===== src/rtl/cd_diff_stream.sv =====
// rtl/cd_diff_stream.sv - change-detection overlay stage for the video path
// Marks pixels whose |ref - cur| exceeds a per-frame threshold in red, otherwise passes gray.
module cd_diff_stream #(
  parameter int PIX_W        = 8,
  parameter int FRAME_PIXELS = 76800,
  parameter int CNT_W        = 17
) (
  input  logic               clk,
  input  logic               reset,
  input  logic               enable,
  input  logic [PIX_W-1:0]   threshold,
  input  logic [2*PIX_W-1:0] in_data,
  input  logic               in_valid,
  input  logic               in_sop,
  input  logic               in_eop,
  output logic               in_ready,
  output logic [15:0]        out_data,
  output logic               out_valid,
  output logic               out_sop,
  output logic               out_eop,
  input  logic               out_ready,
  output logic [CNT_W-1:0]   count,
  output logic               count_valid,
  output logic               frame_err
);
  localparam logic [CNT_W-1:0] LAST_IDX = CNT_W'(FRAME_PIXELS - 1);
  localparam logic [CNT_W-1:0] CNT_MAX  = '1;

  typedef enum logic {IDLE, FRAME} state_t;

  state_t             state_q, state_d;
  logic [PIX_W-1:0]   thr_q, thr_d;
  logic               en_q, en_d;
  logic [CNT_W-1:0]   idx_q, idx_d;
  logic               s1_valid_q, s1_valid_d;
  logic [PIX_W-1:0]   s1_diff_q, s1_diff_d;
  logic [5:0]         s1_cur_q, s1_cur_d;
  logic               s1_sop_q, s1_sop_d;
  logic               s1_eop_q, s1_eop_d;
  logic               out_valid_q, out_valid_d;
  logic [15:0]        out_data_q, out_data_d;
  logic               out_sop_q, out_sop_d;
  logic               out_eop_q, out_eop_d;
  logic [CNT_W-1:0]   run_cnt_q, run_cnt_d;
  logic [CNT_W-1:0]   count_q, count_d;
  logic               count_valid_q, count_valid_d;
  logic               frame_err_q, frame_err_d;

  logic               s2_adv, s1_adv, accept, in_frame, at_last, changed;
  logic [PIX_W-1:0]   ref_pix, cur_pix, diff_abs;
  logic [PIX_W:0]     diff_wide;
  logic [CNT_W-1:0]   beat_idx;
  logic [15:0]        gray;

  always_comb begin
    s2_adv    = !out_valid_q || out_ready;
    s1_adv    = !s1_valid_q || s2_adv;
    accept    = in_valid && s1_adv;
    ref_pix   = in_data[2*PIX_W-1:PIX_W];
    cur_pix   = in_data[PIX_W-1:0];
    diff_wide = {1'b0, ref_pix} - {1'b0, cur_pix};
    diff_abs  = diff_wide[PIX_W] ? PIX_W'(-diff_wide) : diff_wide[PIX_W-1:0];
    in_frame  = in_sop || (state_q == FRAME);
    beat_idx  = in_sop ? '0 : idx_q + CNT_W'(1);
    at_last   = (beat_idx == LAST_IDX);
    // S1 beats always belong to the frame whose settings are currently latched
    changed   = en_q && (s1_diff_q > thr_q);
    gray      = {s1_cur_q[5:1], s1_cur_q, s1_cur_q[5:1]};

    state_d       = state_q;
    thr_d         = thr_q;
    en_d          = en_q;
    idx_d         = idx_q;
    s1_valid_d    = s1_valid_q;
    s1_diff_d     = s1_diff_q;
    s1_cur_d      = s1_cur_q;
    s1_sop_d      = s1_sop_q;
    s1_eop_d      = s1_eop_q;
    out_valid_d   = out_valid_q;
    out_data_d    = out_data_q;
    out_sop_d     = out_sop_q;
    out_eop_d     = out_eop_q;
    run_cnt_d     = run_cnt_q;
    count_d       = count_q;
    count_valid_d = 1'b0;
    frame_err_d   = 1'b0;

    if (s1_adv) s1_valid_d = 1'b0;

    if (accept && in_frame) begin
      s1_valid_d = 1'b1;
      s1_diff_d  = diff_abs;
      s1_cur_d   = cur_pix[PIX_W-1 -: 6];
      s1_sop_d   = in_sop;
      s1_eop_d   = in_eop || at_last;
      idx_d      = beat_idx;
      state_d    = (in_eop || at_last) ? IDLE : FRAME;
      if (in_sop) begin
        thr_d = threshold;
        en_d  = enable;
      end
      // covers restart mid-frame, early EOP and missing EOP alike
      frame_err_d = (in_sop && (state_q == FRAME)) || (in_eop != at_last);
    end

    if (s2_adv) begin
      out_valid_d = s1_valid_q;
      out_sop_d   = 1'b0;
      out_eop_d   = 1'b0;
      if (s1_valid_q) begin
        out_data_d = changed ? 16'hF800 : gray;
        out_sop_d  = s1_sop_q;
        out_eop_d  = s1_eop_q;
        if (s1_sop_q)
          run_cnt_d = CNT_W'(changed);
        else if (changed && (run_cnt_q != CNT_MAX))
          run_cnt_d = run_cnt_q + CNT_W'(1);
      end
    end

    // run_cnt_q still holds this frame's total on the edge its EOP leaves
    if (out_valid_q && out_ready && out_eop_q) begin
      count_d       = run_cnt_q;
      count_valid_d = 1'b1;
    end
  end

  always_ff @(posedge clk or posedge reset) begin
    if (reset) begin
      state_q       <= IDLE;
      thr_q         <= '0;
      en_q          <= 1'b0;
      idx_q         <= '0;
      s1_valid_q    <= 1'b0;
      s1_diff_q     <= '0;
      s1_cur_q      <= '0;
      s1_sop_q      <= 1'b0;
      s1_eop_q      <= 1'b0;
      out_valid_q   <= 1'b0;
      out_data_q    <= '0;
      out_sop_q     <= 1'b0;
      out_eop_q     <= 1'b0;
      run_cnt_q     <= '0;
      count_q       <= '0;
      count_valid_q <= 1'b0;
      frame_err_q   <= 1'b0;
    end else begin
      state_q       <= state_d;
      thr_q         <= thr_d;
      en_q          <= en_d;
      idx_q         <= idx_d;
      s1_valid_q    <= s1_valid_d;
      s1_diff_q     <= s1_diff_d;
      s1_cur_q      <= s1_cur_d;
      s1_sop_q      <= s1_sop_d;
      s1_eop_q      <= s1_eop_d;
      out_valid_q   <= out_valid_d;
      out_data_q    <= out_data_d;
      out_sop_q     <= out_sop_d;
      out_eop_q     <= out_eop_d;
      run_cnt_q     <= run_cnt_d;
      count_q       <= count_d;
      count_valid_q <= count_valid_d;
      frame_err_q   <= frame_err_d;
    end
  end

  assign in_ready    = s1_adv;
  assign out_data    = out_data_q;
  assign out_valid   = out_valid_q;
  assign out_sop     = out_sop_q;
  assign out_eop     = out_eop_q;
  assign count       = count_q;
  assign count_valid = count_valid_q;
  assign frame_err   = frame_err_q;
endmodule

===== config.mk =====
export PLATFORM = sky130hd
export DESIGN_NAME = cd_diff_stream
export DESIGN_NICKNAME = d
export VERILOG_FILES = /design/src/rtl/cd_diff_stream.sv
export SDC_FILE = /design/constraint.sdc
export NUM_CORES = 1
export LEC_CHECK = 0
export CORE_ASPECT_RATIO = 2
export CORE_MARGIN = 2
export CORE_UTILIZATION = 30
export DETAILED_ROUTE_END_ITERATION = 7
export GPL_ROUTABILITY_DRIVEN = 0
export PLACE_DENSITY = 0.54
export SYNTH_ARGS = -nofsm -noshare
export SYNTH_HDL_FRONTEND = slang
export SYNTH_SLANG_ARGS = --single-unit

===== constraint.sdc =====
create_clock -name clk -period 5.7 [get_ports clk]
set_input_delay 0.855 -clock clk [delete_from_list [all_inputs] [get_ports clk]]
set_output_delay 0.855 -clock clk [all_outputs]
set_load 0.005 [all_outputs]

==> impl_metrics.toml, run 1 <==
[power_and_ir_drop]
power.density_nw_per_um2 = 346
total_leakage_power_nw = 2.81
vdd_ir_drop_max_mv = 0.160

[floorplan]
number_of_primary_i_o_pins = 70
die-height_microns = 189
initial_utilization_pct = 30.5
core_area_sq_um = 16800
fp-row-count = 67
die_w_microns = 96.4
design.die.area_sq_um = 18200

[setup_path]
cp.required_ns = 5.93
timing.critical_path.arrival_ns = 4.02
path_class = "input pin to flop"
endpoint_kind = "flop"
path_max_fanout = 24
worst_setup_path_start_kind = "input pin"

[run]
timing.max_cap.violations = 0

[cells_and_area]
mostFrequentLayoutCells = "sky130_fd_sc_hd__dfrtp_1 (94), sky130_fd_sc_hd__clkdlybuf4s50_1 (69), sky130_fd_sc_hd__nand2_1 (59), sky130_fd_sc_hd__o21ai_0 (46), sky130_fd_sc_hd__inv_1 (27)"
final_layout_size_suffix_gt1_share_pct = 10.1
mostFrequentLayoutCell = "sky130_fd_sc_hd__dfrtp_1"
antennaDiodeCount = 0
nNetsFinal = 621
fillers = 1692
syn2layout_area_growth_pct = 21.9

[route]
vias = 4030
first_iter_violations = 166
detailed_route_vias_per_instance = 5.17
routedWlPerCell_microns = 16.0
dr.pass1.iters = 4
ant_nets = 0
finalWirelength_microns = 12500
post-route-drc-count = 0

[sta]
maximum_clock_frequency_mhz = 264
final-setup-viol-count = 0
totalNegativeSetupSlack_ns = 0
hold_slack_ns = 0.490
slew_headroom_pct = 28.1
tightestPinTransition_ns = 1.08
fin_worst_skew_ns = 0.00837
finalMaxSlewViolations = 0
finalCritPeriodShare_pct = 66.6
period_minus_slack_ns = 3.79
worst_slack_ns = 1.91
setup_repair_after_global_routing_missed_its_margin = "false"
final_hold_vio_count = 0

[cts]
ctsResizeCount = 0
cts-buffers-inserted = 9
cts_hold_bufs = 0
clkTransAtPathRegs_ns = 0.07
cts_tree = "done"
cts_sinks = 94
worst_skew_pair.late_latency_ns = 0.35
ctsLongestPathBuffers = 2
clk_root_buffer_cell = "sky130_fd_sc_hd__clkbuf_16"
cts_max_level = 3
cts_post_setup_buffers_inserted = 0

[global_routing]
gr-total-overflow = 0
global_route_wire_length_before_repair_microns = 20500
global_route.usage.total_pct = 14.5
grt_pass1_vias = 4104
number_of_antenna_violations_at_the_first_check_in_global_routing = 0
largest_net_degree_at_the_start_of_global_routing = 69

[yosys]
synth.lib_cells_used.distinct = 69
synth_edf_count = 0
synth.net_count = 570
avgSynthCellArea_sq_um = 9.90
synthCells = 517
ys.flop_type = "sky130_fd_sc_hd__dfrtp_1"
ys_warn_count = 0
async_flop_share_pct = 100
synth_area_sq_um = 5120
ys_seq_area_share_pct = 46.0
ys_ff_latch = 94

[placement]
hpwlAfterDp_microns = 9500
buffer_ports.inserted = 69
dpl_worst_slack_ns = 1.58

[status]
run_status = "complete, no violations"

[worst_hold_path]
hold_wc_path_type = "flop to flop"
[metrics by stage]
stage	utilization (%)	cells	cell area (sq um)	total power [mW]
floorplan	-	517	5120	1.27
global placement	35.4	764	5930	1.54
detailed placement	35.4	764	5930	1.56
CTS	37.2	780	6240	2.19
global route	37.2	780	6240	2.29
finish	37.2	780	6240	2.16
[cell type report]
| type | count | area, sq um | share of cell area, % |
|---|---|---|---|
| clock buffers | 10 | 239 | 3.83 |
| clock inverters | 6 | 70.1 | 1.12 |
| inverters | 28 | 106 | 1.71 |
| multi-input cells | 364 | 2500 | 40.1 |
| flip-flops and latches | 94 | 2350 | 37.7 |
| well taps | 207 | 259 | 4.15 |
| repair buffers | 71 | 706 | 11.3 |
[cell families after synthesis]
| family | after synthesis | synth area share, % |
|---|---|---|
| muxes | 29 | 6.26 |
| DFF | 94 | 46.0 |
| adders and majority gates | 22 | 5.53 |
| buffers and inverters | 59 | 5.18 |
| xor gates and xnor gates | 15 | 2.57 |
| AOI/OAI and AO/OA | 137 | 17.7 |
| and+or+nand+nor | 161 | 16.8 |
[Yosys cell counts (all sizes together) (12+ instances only)]
master,instances,area [sq um]
a21oi,13,65.1
buf,13,82.6
clkbuf,18,77.6
dfrtp,94,2350
ha,21,263
inv,28,105
mux2,24,270
nand2,60,228
nand3,13,82.6
nand4,12,81.3
nor2,26,124
o21ai,55,275
[sequential cells by signal, indices dropped and copies added, names as in the netlist, 6 cells and up]
signal and cells:
count 17, idx_q 17, run_cnt_q 17, out_data 11
s1_diff_q 8, thr_q 8, s1_cur_q 6
[worst max-delay path: stages]
cell and delay [ns]:
sky130_fd_sc_hd__clkdlybuf4s50_1 0.83, sky130_fd_sc_hd__nor2b_1 0.33, sky130_fd_sc_hd__or4b_4 0.48, sky130_fd_sc_hd__nor4_2 0.25, sky130_fd_sc_hd__o221ai_1 0.14, sky130_fd_sc_hd__or4_1 0.55
sky130_fd_sc_hd__ha_1 0.30, sky130_fd_sc_hd__o21ai_0 0.17, sky130_fd_sc_hd__a21oi_1 0.09
[path summary, 6_finish.rpt]
path	slack, ns	startpoint	end	cells after the start
hold / removal	0.49	count[2]	count[2]	2
setup / recovery	1.91	in_sop	frame_err	9
setup reg to reg	2.57	idx_q[0]	frame_err	11
min in group asynchronous	0.83	reset	count_valid	2
max in group asynchronous	3.64	reset	out_data[5]	3
hold reg to reg	0.49	count[2]	count[2]	2
[report_power, final]
part	leakage, nW	internal (mW)	total [mW]	switching (mW)
Combinational	1.44	0.324	0.606	0.281
Sequential	1.21	0.803	0.924	0.121
Clock	0.153	0.355	0.626	0.270
Total	2.81	1.48	2.16	0.673
[per-layer routing]
metal | part of all wire [%] | vias to the layer above | routed length (microns) | GRT usage, %
met2 | 60 | 69 | 7420 | 27.9
li1 | - | 1968 | - | -
met1 | 36 | 1979 | 4430 | 14.8
met3 | 2.3 | 14 | 289 | 1.84
met5 | 0 | - | 0 | 0
met4 | 2.6 | 0 | 330 | 6.34
Note: power is estimated with default switching activity, not from simulation.
==> run 2: changes to the inputs <==
- PLACE_DENSITY: 0.54 -> 0.56
- clock period: 5.7 -> 3.46 ns (I/O delays scaled with it)
==> run 2 against run 1 <==
Clock skew hardly changed. Largest power group unchanged. Combinational power is 67% higher. Critical endpoint unchanged. Non-clock buffer count up 5. Via count up 1.1%. Highest routed layer unchanged. Power grew 65%.
==> impl_metrics.toml, run 2 (synthesis results as in run 1) <==
[setup_path]
timing.critical_path.cells = "ha_1, nand3_2, nor2_4, nand3_4, nor2_8, mux2i_1, o221ai_1, or4_1, ha_1, o21ai_0, a21oi_1"
slowest_stage = "sky130_fd_sc_hd__or4_1"
critPathMostFrequentCell = "sky130_fd_sc_hd__ha_1"
cp.required_ns = 3.69
worst_setup_path_start_kind = "flop"
path_class = "flop to flop"
path_max_fanout = 8
reg2regPathDepth = 11
timing.critical_path.arrival_ns = 3.23
endpoint_kind = "flop"
timing.critical_path.slowest_cell_delay_ns = 0.53

[placement]
dpl_cell_area_sq_um = 5980
dpl_worst_slack_ns = 0.267
hpwlAfterDp_microns = 9530
buffer_ports.inserted = 69
number_of_placed_instances_with_taps_included = 769

[global_routing]
global_route_wire_length_before_repair_microns = 21000
gr-total-overflow = 0
largest_net_degree_at_the_start_of_global_routing = 95
grt_pass1_vias = 4283
global_route.usage.total_pct = 14.8
number_of_antenna_violations_at_the_first_check_in_global_routing = 0

[worst_hold_path]
hold_wc_path_type = "flop to flop"
worstHoldPathCells = 2

[status]
run_status = "complete, no violations"

[route]
routedWlPerCell_microns = 15.9
first_iter_violations = 153
vias = 4074
detailed_route_vias_per_instance = 5.19
finalWirelength_microns = 12500
dr.pass1.iters = 4
post-route-drc-count = 0
ant_nets = 0

[cts]
cts_max_level = 3
cts_tree = "done"
cts_post_setup_buffers_inserted = 0
ctsLongestPathBuffers = 2
worst_skew_pair.late_latency_ns = 0.35
cts-buffers-inserted = 9
cts_hold_bufs = 0
clk_root_buffer_cell = "sky130_fd_sc_hd__clkbuf_16"
cts_sinks = 94
ctsResizeCount = 0
clkTransAtPathRegs_ns = 0.07

[floorplan]
die_w_microns = 96.4
number_of_primary_i_o_pins = 70
initial_utilization_pct = 30.5
design.die.area_sq_um = 18200
core_area_sq_um = 16800
fp-row-count = 67
die-height_microns = 189

[power_and_ir_drop]
switching_share_pct = 31.2
internal_power_mw = 2.45
power.density_nw_per_um2 = 567
p_switching_mw = 1.11
total_power_mw = 3.56
sequentialPowerShare_pct = 42.9
combPwrFrac_pct = 28.4
total_leakage_power_nw = 2.83
vdd_ir_drop_max_mv = 0.236
clkPwrFrac_pct = 28.7

[sta]
finalCritPeriodShare_pct = 86.6
worst_slack_ns = 0.464
maximum_clock_frequency_mhz = 334
fin_worst_skew_ns = 0.00839
hold_slack_ns = 0.489
period_minus_slack_ns = 3.00
final-setup-viol-count = 0
final_hold_vio_count = 0
tightestPinTransition_ns = 0.582
finalMaxSlewViolations = 0
totalNegativeSetupSlack_ns = 0
setup_repair_after_global_routing_missed_its_margin = "false"
slew_headroom_pct = 61.1

[cells_and_area]
utilization_pct = 37.5
antennaDiodeCount = 0
nNetsFinal = 626
syn2layout_area_growth_pct = 22.8
fillers = 1718
finalInstanceArea_sq_um = 6280
final_layout_size_suffix_gt1_share_pct = 10.9
mostFrequentLayoutCell = "sky130_fd_sc_hd__dfrtp_1"
mostFrequentLayoutCells = "sky130_fd_sc_hd__dfrtp_1 (94), sky130_fd_sc_hd__clkdlybuf4s50_1 (69), sky130_fd_sc_hd__nand2_1 (59), sky130_fd_sc_hd__o21ai_0 (46), sky130_fd_sc_hd__inv_1 (27)"
count_of_non_filler_cells_in_the_finished_layout = 785

[run]
timing.max_cap.violations = 0
## run 2: changes by cell type in the layout (fill, tap and decap cells not counted), sizes merged
cell      before  now
buf            2    7
clkinv         5    4
clkinvlp       0    1
## run 2: worst max-delay path, delay by kind of cell (launching register included)
family	cells	cell delay [ns]
flip-flops	1	0.44
AO/OA/AOI/OAI	3	0.35
multiplexers	1	0.21
adder cells (fa/ha/maj)	2	0.60
AND/OR/NAND/NOR	5	1.28
## run 2: worst paths after layout
| kind | slack (ns) | to | start |
|---|---|---|---|
| worst min register to register | 0.49 | s1_diff_q[1] | s1_diff_q[1] |
| min in group asynchronous | 0.58 | idx_q[3] | reset |
| worst max-delay path | 0.46 | frame_err | idx_q[0] |
| worst max register to register | 0.46 | frame_err | idx_q[0] |
| max in group asynchronous | 2.45 | out_data[12] | reset |
| worst min-delay path | 0.49 | s1_diff_q[1] | s1_diff_q[1] |
## run 2: power by group through the flow
stage	clock (mW)	combinational, mW	sequential (mW)
floorplan	0	0.618	1.48
global placement	0	1.00	1.54
detailed placement	0	1.03	1.55
CTS	1.05	1.03	1.53
global route	1.10	1.14	1.56
finish	1.02	1.01	1.53
## run 2: layout make-up
type	instances	area, sq um	area share (%)
multi-input combinational	364	2500	39.8
tap	207	259	4.12
clock inverter	6	68.8	1.09
clock buffer	10	239	3.80
timing repair buffer	76	756	12.0
sequential	94	2350	37.4
inverter	28	106	1.69
## run 2: layer usage
metal  track usage [%]  up-vias  wire length, microns
met5                 0        -                     0
met4              7.37        0                   440
met3              2.04       26                   344
met2              28.1       80                  7340
met1              15.0     1989                  4390
li1                  -     1979                     -
==> run 3: changes to the inputs <==
- SLEW_MARGIN: unset -> 0
==> results of run 3 <==
The final DEF is identical to that of run 2; final timing and power are the same.
